### config.mk
export PLATFORM = sky130hd
export DESIGN_NAME = disp_score_writer_flat
export DESIGN_NICKNAME = d
export VERILOG_FILES = /design/src/rtl/disp_score_writer_if.sv /design/src/rtl/disp_score_writer.sv /design/src/flat_wrapper.sv
export SDC_FILE = /design/constraint.sdc
export NUM_CORES = 1
export LEC_CHECK = 0
export ABC_AREA = 0
export CORE_UTILIZATION = 29
export CTS_CLUSTER_SIZE = 14
export DETAILED_ROUTE_END_ITERATION = 10
export HOLD_SLACK_MARGIN = 0.06
export SLEW_MARGIN = 20
export SYNTH_ARGS = -nofsm -noshare
export SYNTH_HDL_FRONTEND = slang
export SYNTH_SLANG_ARGS = --single-unit
### constraint.sdc
create_clock -name disp_clk -period 4.3 [get_ports disp_clk]
set_input_delay 0.43 -clock disp_clk [delete_from_list [all_inputs] [get_ports disp_clk]]
set_output_delay 0.43 -clock disp_clk [all_outputs]
set_load 0.02 [all_outputs]
### src/rtl/disp_score_writer_if.sv
// Request/response and display-buffer write port of disp_score_writer.
// The master side is the game controller; the slave side is the writer itself.
interface disp_score_writer_if #(
    parameter int BIN_W = 16
);
    logic             i_start;
    logic [BIN_W-1:0] i_value;
    logic             o_busy;
    logic             o_done;
    logic             o_disp_wen;
    logic             o_disp_men;
    logic [6:0]       o_disp_adr;
    logic [3:0]       o_disp_d;

    modport master (
        output i_start,
        output i_value,
        input  o_busy,
        input  o_done,
        input  o_disp_wen,
        input  o_disp_men,
        input  o_disp_adr,
        input  o_disp_d
    );

    modport slave (
        input  i_start,
        input  i_value,
        output o_busy,
        output o_done,
        output o_disp_wen,
        output o_disp_men,
        output o_disp_adr,
        output o_disp_d
    );
endinterface

### src/rtl/disp_score_writer.sv
// Converts a binary readout value to BCD with a sequential double-dabble and
// writes the digits, most significant first, into the 7-segment digit buffer.
module disp_score_writer #(
    parameter int         BIN_W      = 16,
    parameter int         NUM_DIG    = 5,
    parameter logic [6:0] BASE_ADR   = 7'd0,
    parameter int         MAX_DISP   = 128,
    parameter bit         LZ_BLANK   = 1'b1,
    parameter logic [3:0] BLANK_CODE = 4'hF
) (
    input  logic               disp_clk,
    input  logic               rst_disp_n,
    disp_score_writer_if.slave bus
);

    localparam int BCD_W = 4 * NUM_DIG;
    localparam int CNT_W = $clog2(BIN_W + 1);
    localparam int DIG_W = $clog2(NUM_DIG + 1);

    function automatic logic [31:0] max_value(input int digits);
        logic [31:0] p;
        p = 32'd1;
        for (int i = 0; i < digits; i++) begin
            p = p * 32'd10;
        end
        return p - 32'd1;
    endfunction

    localparam logic [31:0] MAX_VAL = max_value(NUM_DIG);

    generate
        if ((BIN_W < 4) || (BIN_W > 24) || (NUM_DIG < 1) || (NUM_DIG > 7) ||
            (int'(BASE_ADR) + NUM_DIG > MAX_DISP)) begin : g_bad_params
            $error("disp_score_writer: illegal parameter combination");
        end
    endgenerate

    typedef enum logic [1:0] {
        IDLE,
        CONV,
        WRITE,
        DONE
    } state_t;

    state_t           state;
    state_t           state_nxt;

    logic [BIN_W-1:0] bin_q;
    logic [BIN_W-1:0] bin_nxt;
    logic [BCD_W-1:0] bcd_q;
    logic [BCD_W-1:0] bcd_nxt;
    logic [BCD_W-1:0] bcd_adj;
    logic             sat_q;
    logic             sat_nxt;
    logic [CNT_W-1:0] bit_cnt_q;
    logic [CNT_W-1:0] bit_cnt_nxt;
    logic [DIG_W-1:0] dig_cnt_q;
    logic [DIG_W-1:0] dig_cnt_nxt;
    logic             seen_nz_q;
    logic             seen_nz_nxt;
    logic [3:0]       top_nib;
    logic             last_dig;

    logic             busy_q;
    logic             busy_nxt;
    logic             done_q;
    logic             done_nxt;
    logic             wen_q;
    logic             wen_nxt;
    logic             men_q;
    logic             men_nxt;
    logic [6:0]       adr_q;
    logic [6:0]       adr_nxt;
    logic [3:0]       d_q;
    logic [3:0]       d_nxt;

    // Double-dabble correction: any nibble of 5 or more gets +3 before the shift.
    always_comb begin
        bcd_adj = bcd_q;
        for (int i = 0; i < NUM_DIG; i++) begin
            if (bcd_q[4*i +: 4] >= 4'd5) begin
                bcd_adj[4*i +: 4] = bcd_q[4*i +: 4] + 4'd3;
            end
        end
    end

    // The BCD register shifts up one nibble per write, so the top nibble is always the current digit.
    assign top_nib  = bcd_q[BCD_W-1 -: 4];
    assign last_dig = (dig_cnt_q == DIG_W'(NUM_DIG - 1));

    always_comb begin
        state_nxt   = state;
        bin_nxt     = bin_q;
        bcd_nxt     = bcd_q;
        sat_nxt     = sat_q;
        bit_cnt_nxt = bit_cnt_q;
        dig_cnt_nxt = dig_cnt_q;
        seen_nz_nxt = seen_nz_q;
        busy_nxt    = busy_q;
        done_nxt    = 1'b0;
        wen_nxt     = 1'b1;
        men_nxt     = 1'b1;
        adr_nxt     = adr_q;
        d_nxt       = d_q;

        unique case (state)
            IDLE: begin
                if (bus.i_start) begin
                    state_nxt   = CONV;
                    busy_nxt    = 1'b1;
                    bit_cnt_nxt = '0;
                    bin_nxt     = bus.i_value;
                    if (32'(bus.i_value) > MAX_VAL) begin
                        sat_nxt = 1'b1;
                        bcd_nxt = {NUM_DIG{4'd9}};
                    end else begin
                        sat_nxt = 1'b0;
                        bcd_nxt = '0;
                    end
                end
            end

            // Always BIN_W iterations so the write window does not depend on saturation.
            CONV: begin
                if (!sat_q) begin
                    {bcd_nxt, bin_nxt} = {bcd_adj, bin_q} << 1;
                end
                bit_cnt_nxt = bit_cnt_q + 1'b1;
                if (bit_cnt_q == CNT_W'(BIN_W - 1)) begin
                    state_nxt   = WRITE;
                    dig_cnt_nxt = '0;
                    seen_nz_nxt = 1'b0;
                end
            end

            WRITE: begin
                wen_nxt = 1'b0;
                men_nxt = 1'b0;
                adr_nxt = BASE_ADR + 7'(dig_cnt_q);
                if (LZ_BLANK && !seen_nz_q && (top_nib == 4'd0) && !last_dig) begin
                    d_nxt = BLANK_CODE;
                end else begin
                    d_nxt = top_nib;
                end
                if (top_nib != 4'd0) begin
                    seen_nz_nxt = 1'b1;
                end
                bcd_nxt     = bcd_q << 4;
                dig_cnt_nxt = dig_cnt_q + 1'b1;
                if (last_dig) begin
                    state_nxt = DONE;
                end
            end

            DONE: begin
                busy_nxt  = 1'b0;
                done_nxt  = 1'b1;
                state_nxt = IDLE;
            end

            default: begin
                state_nxt = IDLE;
            end
        endcase
    end

    always_ff @(posedge disp_clk or negedge rst_disp_n) begin
        if (!rst_disp_n) begin
            state <= IDLE;
        end else begin
            state <= state_nxt;
        end
    end

    // Reset drops the enables at once, abandoning any partially written field.
    always_ff @(posedge disp_clk or negedge rst_disp_n) begin
        if (!rst_disp_n) begin
            bin_q     <= '0;
            bcd_q     <= '0;
            sat_q     <= 1'b0;
            bit_cnt_q <= '0;
            dig_cnt_q <= '0;
            seen_nz_q <= 1'b0;
            busy_q    <= 1'b0;
            done_q    <= 1'b0;
            wen_q     <= 1'b1;
            men_q     <= 1'b1;
            adr_q     <= '0;
            d_q       <= '0;
        end else begin
            bin_q     <= bin_nxt;
            bcd_q     <= bcd_nxt;
            sat_q     <= sat_nxt;
            bit_cnt_q <= bit_cnt_nxt;
            dig_cnt_q <= dig_cnt_nxt;
            seen_nz_q <= seen_nz_nxt;
            busy_q    <= busy_nxt;
            done_q    <= done_nxt;
            wen_q     <= wen_nxt;
            men_q     <= men_nxt;
            adr_q     <= adr_nxt;
            d_q       <= d_nxt;
        end
    end

    assign bus.o_busy     = busy_q;
    assign bus.o_done     = done_q;
    assign bus.o_disp_wen = wen_q;
    assign bus.o_disp_men = men_q;
    assign bus.o_disp_adr = adr_q;
    assign bus.o_disp_d   = d_q;

endmodule

### src/flat_wrapper.sv
// flat-port wrapper written by rule: the top's interface ports become plain ports
module disp_score_writer_flat 
#(
    parameter int         BIN_W      = 16,
    parameter int         NUM_DIG    = 5,
    parameter logic [6:0] BASE_ADR   = 7'd0,
    parameter int         MAX_DISP   = 128,
    parameter bit         LZ_BLANK   = 1'b1,
    parameter logic [3:0] BLANK_CODE = 4'hF
)
  (disp_clk, rst_disp_n, bus_i_start, bus_i_value, bus_o_busy, bus_o_done, bus_o_disp_wen, bus_o_disp_men, bus_o_disp_adr, bus_o_disp_d);
  disp_score_writer_if #(.BIN_W(BIN_W)) bus_i ();
  input  logic disp_clk;
  input  logic rst_disp_n;
  input wire logic [$bits(bus_i.i_start)-1:0] bus_i_start;
  input wire logic [$bits(bus_i.i_value)-1:0] bus_i_value;
  output wire logic [$bits(bus_i.o_busy)-1:0] bus_o_busy;
  output wire logic [$bits(bus_i.o_done)-1:0] bus_o_done;
  output wire logic [$bits(bus_i.o_disp_wen)-1:0] bus_o_disp_wen;
  output wire logic [$bits(bus_i.o_disp_men)-1:0] bus_o_disp_men;
  output wire logic [$bits(bus_i.o_disp_adr)-1:0] bus_o_disp_adr;
  output wire logic [$bits(bus_i.o_disp_d)-1:0] bus_o_disp_d;
  assign bus_i.i_start = bus_i_start;
  assign bus_i.i_value = bus_i_value;
  assign bus_o_busy = bus_i.o_busy;
  assign bus_o_done = bus_i.o_done;
  assign bus_o_disp_wen = bus_i.o_disp_wen;
  assign bus_o_disp_men = bus_i.o_disp_men;
  assign bus_o_disp_adr = bus_i.o_disp_adr;
  assign bus_o_disp_d = bus_i.o_disp_d;
  disp_score_writer #(.BIN_W(BIN_W), .NUM_DIG(NUM_DIG), .BASE_ADR(BASE_ADR), .MAX_DISP(MAX_DISP), .LZ_BLANK(LZ_BLANK), .BLANK_CODE(BLANK_CODE)) u_core (.disp_clk(disp_clk), .rst_disp_n(rst_disp_n), .bus(bus_i));
endmodule
==> results.py <==
metrics = {
    "clock_tree": {
        "post_cts_buffers": 0,
        "cts_inserted_buffers": 9,
        "post_cts.resized_instances": 0,
        "clock_latency_ps": 320,
        "tritoncts": "yes",
        "cts-hold-fix-buffers": 0,
        "clkTransAtPathRegs_ps": 50,
        "clock_tree.buffer_depth": 2,
        "clock-sinks": 57,
        "cts_root_buf": "clkbuf_16",
        "cts.htree.levels": 3,
    },
    "logic_synthesis": {
        "yosys.cell_types.count": 49,
        "synthTopCellsByArea": "dfrtp_1, ha_1, mux2i_1, o21ai_0, nand2_1",
        "synth_xor_xnor_area_share_pct": 1.77,
        "ys.flop_type": "dfrtp_1",
        "synth_compound_gate_area_share_pct": 21.8,
        "synthDominantAreaCellType": "dfrtp_1",
        "synth.avg_cell_area_sq_um": 9.68,
        "synthMostInstantiatedCell": "dfrtp_1",
        "synth_area_sq_um": 3460,
        "count_of_flip_flops_with_a_built_in_enable_after_synthesis": 0,
        "ys_seq_elements": 57,
        "synthDominantCellAreaShare_pct": 40.5,
        "postSynth.asyncResetShare_pct": 100,
        "postSynthCellCount": 357,
        "yosys.area_share.simple_pct": 13.4,
        "ys.warnings.count": 0,
        "synth_top_family_by_area": "compound AO/OA/AOI/OAI gates",
        "synth-seq-area-share_pct": 41.3,
        "synth.top_cells.by_count": "dfrtp_1, nand2_1, o21ai_0, a21oi_1, mux2i_1",
        "synth.mux.area_fraction_pct": 7.06,
        "synth_adder_area_share_pct": 7.24,
    },
    "power": {
        "cellPowerDensity_nw_per_um2": 779,
        "peakVddDrop_mv": 0.430,
        "total_leakage_power_nw": 1.67,
    },
    "timing": {
        "timing.final.hold_violations": 0,
        "fin_setup_tns_ps": 0,
        "timing.final.setup_violations": 0,
        "slew_viol_final": 0,
        "clock.fmax_mhz": 431,
        "max_slew.worst_pin.slew_ps": 774,
        "fin_worst_skew_ps": 9.16,
        "unrepaired_setup_endpoints_after_global_routing": "false",
        "post-route-period-util_pct": 54.0,
        "layout_min_cycle_time_ps": 2320,
        "timing.max_slew.rel_slack_pct": 48.4,
    },
    "drt": {
        "dr_wl_met3_um": 280,
        "finalWirelength_um": 7490,
        "wl_met2_um": 3590,
        "top_layer_used": "met4",
        "total_via_count_in_the_routed_design": 2702,
        "wl_per_instance_um": 14.3,
        "detail_route.vias_per_cell": 5.15,
        "drtIter0Drc": 133,
        "drc_violations_left": 0,
        "antenna_left": 0,
        "detail_route.first_pass.iterations": 4,
        "detail_route.wirelength.met1_um": 3550,
    },
    "run": {
        "max_cap_violations": 0,
    },
    "critical_path": {
        "worstPathBufferInverterCount": 1,
        "max_stage_delay_ps": 800,
        "critPathMaxFanout": 25,
        "arrival_ps": 2580,
        "path_delay_family": "adder cells",
        "worstPathRequired_ps": 4560,
        "timing.setup.critical_path_class": "reg2reg",
        "crit_path_start_kind": "flip-flop",
        "crit_path_cell_trace": "inv_1 -> ha_1 -> nand3_2 -> o31ai_1 -> a32o_1",
        "crit_path_end_kind": "flip-flop",
        "slowest_stage": "ha_1",
    },
    "layout": {
        "insertedDiodeCount": 0,
        "nNetsFinal": 416,
        "drive_above_1_share_pct": 9.16,
        "final-instance-count-excl-fill": 525,
        "synthToLayoutAreaGrowth_pct": 18.2,
    },
    "floorplanning": {
        "num_io_pins": 34,
        "core_area_sq_um": 11500,
        "placementRows": 39,
        "die_h_um": 111,
        "die-width_um": 111,
        "initial_cell_density_of_the_core_pct": 30.0,
        "die_area_sq_um": 12400,
    },
    "global_route": {
        "antenna_found_initial": 0,
        "grt_max_degree": 58,
        "grt_pass1_wl_um": 13200,
        "gr-total-overflow": 0,
        "global_routing_usage_summed_across_all_routing_layers_pct": 13.1,
        "number_of_global_route_vias_before_repair": 2753,
    },
    "outcome": {
        "status": "completed",
    },
    "place": {
        "detailed_place_hpwl_um": 5000,
        "buffer_ports.inserted": 29,
        "gpl_congestion": 0.783,
        "placedCellCount": 509,
    },
    "worst_hold_path": {
        "hold_path.class": "in2async",
    },
}
worst paths after layout:
check | start | to | slack (ps) | cells past startpoint
max in group asynchronous | rst_disp_n | u_core.bus.o_disp_adr[0]$_DFFE_PN0P_ | 3560 | 2
max | u_core.state[0]$_DFFE_PN0P_ | u_core.bcd_q[3]$_DFFE_PN0P_ | 1980 | 5
min reg2reg | u_core.bin_q[11]$_DFFE_PN0P_ | u_core.bin_q[11]$_DFFE_PN0P_ | 480 | 2
min in group disp_clk | u_core.bin_q[11]$_DFFE_PN0P_ | u_core.bin_q[11]$_DFFE_PN0P_ | 480 | 2
max reg2reg | u_core.state[0]$_DFFE_PN0P_ | u_core.bcd_q[3]$_DFFE_PN0P_ | 1980 | 5
min | rst_disp_n | u_core.bin_q[12]$_DFFE_PN0P_ | 250 | 2
sequential cells by signal, summed over array words and instances (netlist names):
name / cells
u_core.bus.o_disp_adr: 3
u_core.bus.o_disp_d: 4
u_core.bin_q: 16
u_core.bcd_q: 20
u_core.bus.o_done: 1
u_core.seen_nz_q: 1
u_core.bus.o_disp_wen: 1
u_core.state: 2
u_core.bit_cnt_q: 5
u_core.dig_cnt_q: 3
u_core.bus.o_busy: 1
power breakdown:
part           total (W)  switching (W)  internal [W]
Sequential      0.000971       0.000213      0.000759
Clock           0.000702       0.000241      0.000461
Combinational    0.00151       0.000899      0.000613
Total            0.00319        0.00135       0.00183
per-stage QoR:
step	instance area, sq um	worst slack, ps	hold WS (ps)	utilization (%)	total power, W
finish	4090	1980	246	35.5	0.00319
global route	4090	1710	316	35.5	0.00348
global placement	3790	1860	465	33.0	0.00245
detailed placement	3790	1850	472	33.0	0.00250
floorplan	3470	2480	134	-	0.00214
CTS	4090	1950	277	35.5	0.00322
per-layer routing:
metal / GRT usage [%] / up-vias
met3: 2.79 / 8
met4: 4.05 / 0
met2: 21.9 / 60
met5: 0 / -
li1: - / 1333
met1: 16.9 / 1301
cells in the final DEF (no fill, tap or decap), types with 8 or more instances in the layout:
cell and n:
mux2i_1 20, nand2b_1 10, o21ai_0 27, a21oi_1 22, nor2_1 15, o221ai_1 10, dfrtp_1 56, nand2_1 32
clkdlybuf4s50_1 28, inv_1 18, clkbuf_16 9, nor3b_1 8, ha_1 20
layout make-up:
type                       instances  area, sq um
clock buffer                      12          246
clock inverter                     4         45.0
fill                            1194         7430
inverter                          20         75.1
multi-input combinational        255         1790
sequential                        57         1430
tap                              143          179
timing repair buffer              34          323
logic make-up (layout without fill, tap and decap cells):
group / Yosys count / in the layout
DFF: 57 / 57
other: 1 / 4
adders and majority gates: 20 / 20
muxes: 24 / 24
buffers and inverters: 48 / 70
and+or+nand+nor: 89 / 89
AOI/OAI and AO/OA: 111 / 111
xor gates and xnor gates: 7 / 7
No activity file was read; power rests on OpenSTA's default activity.
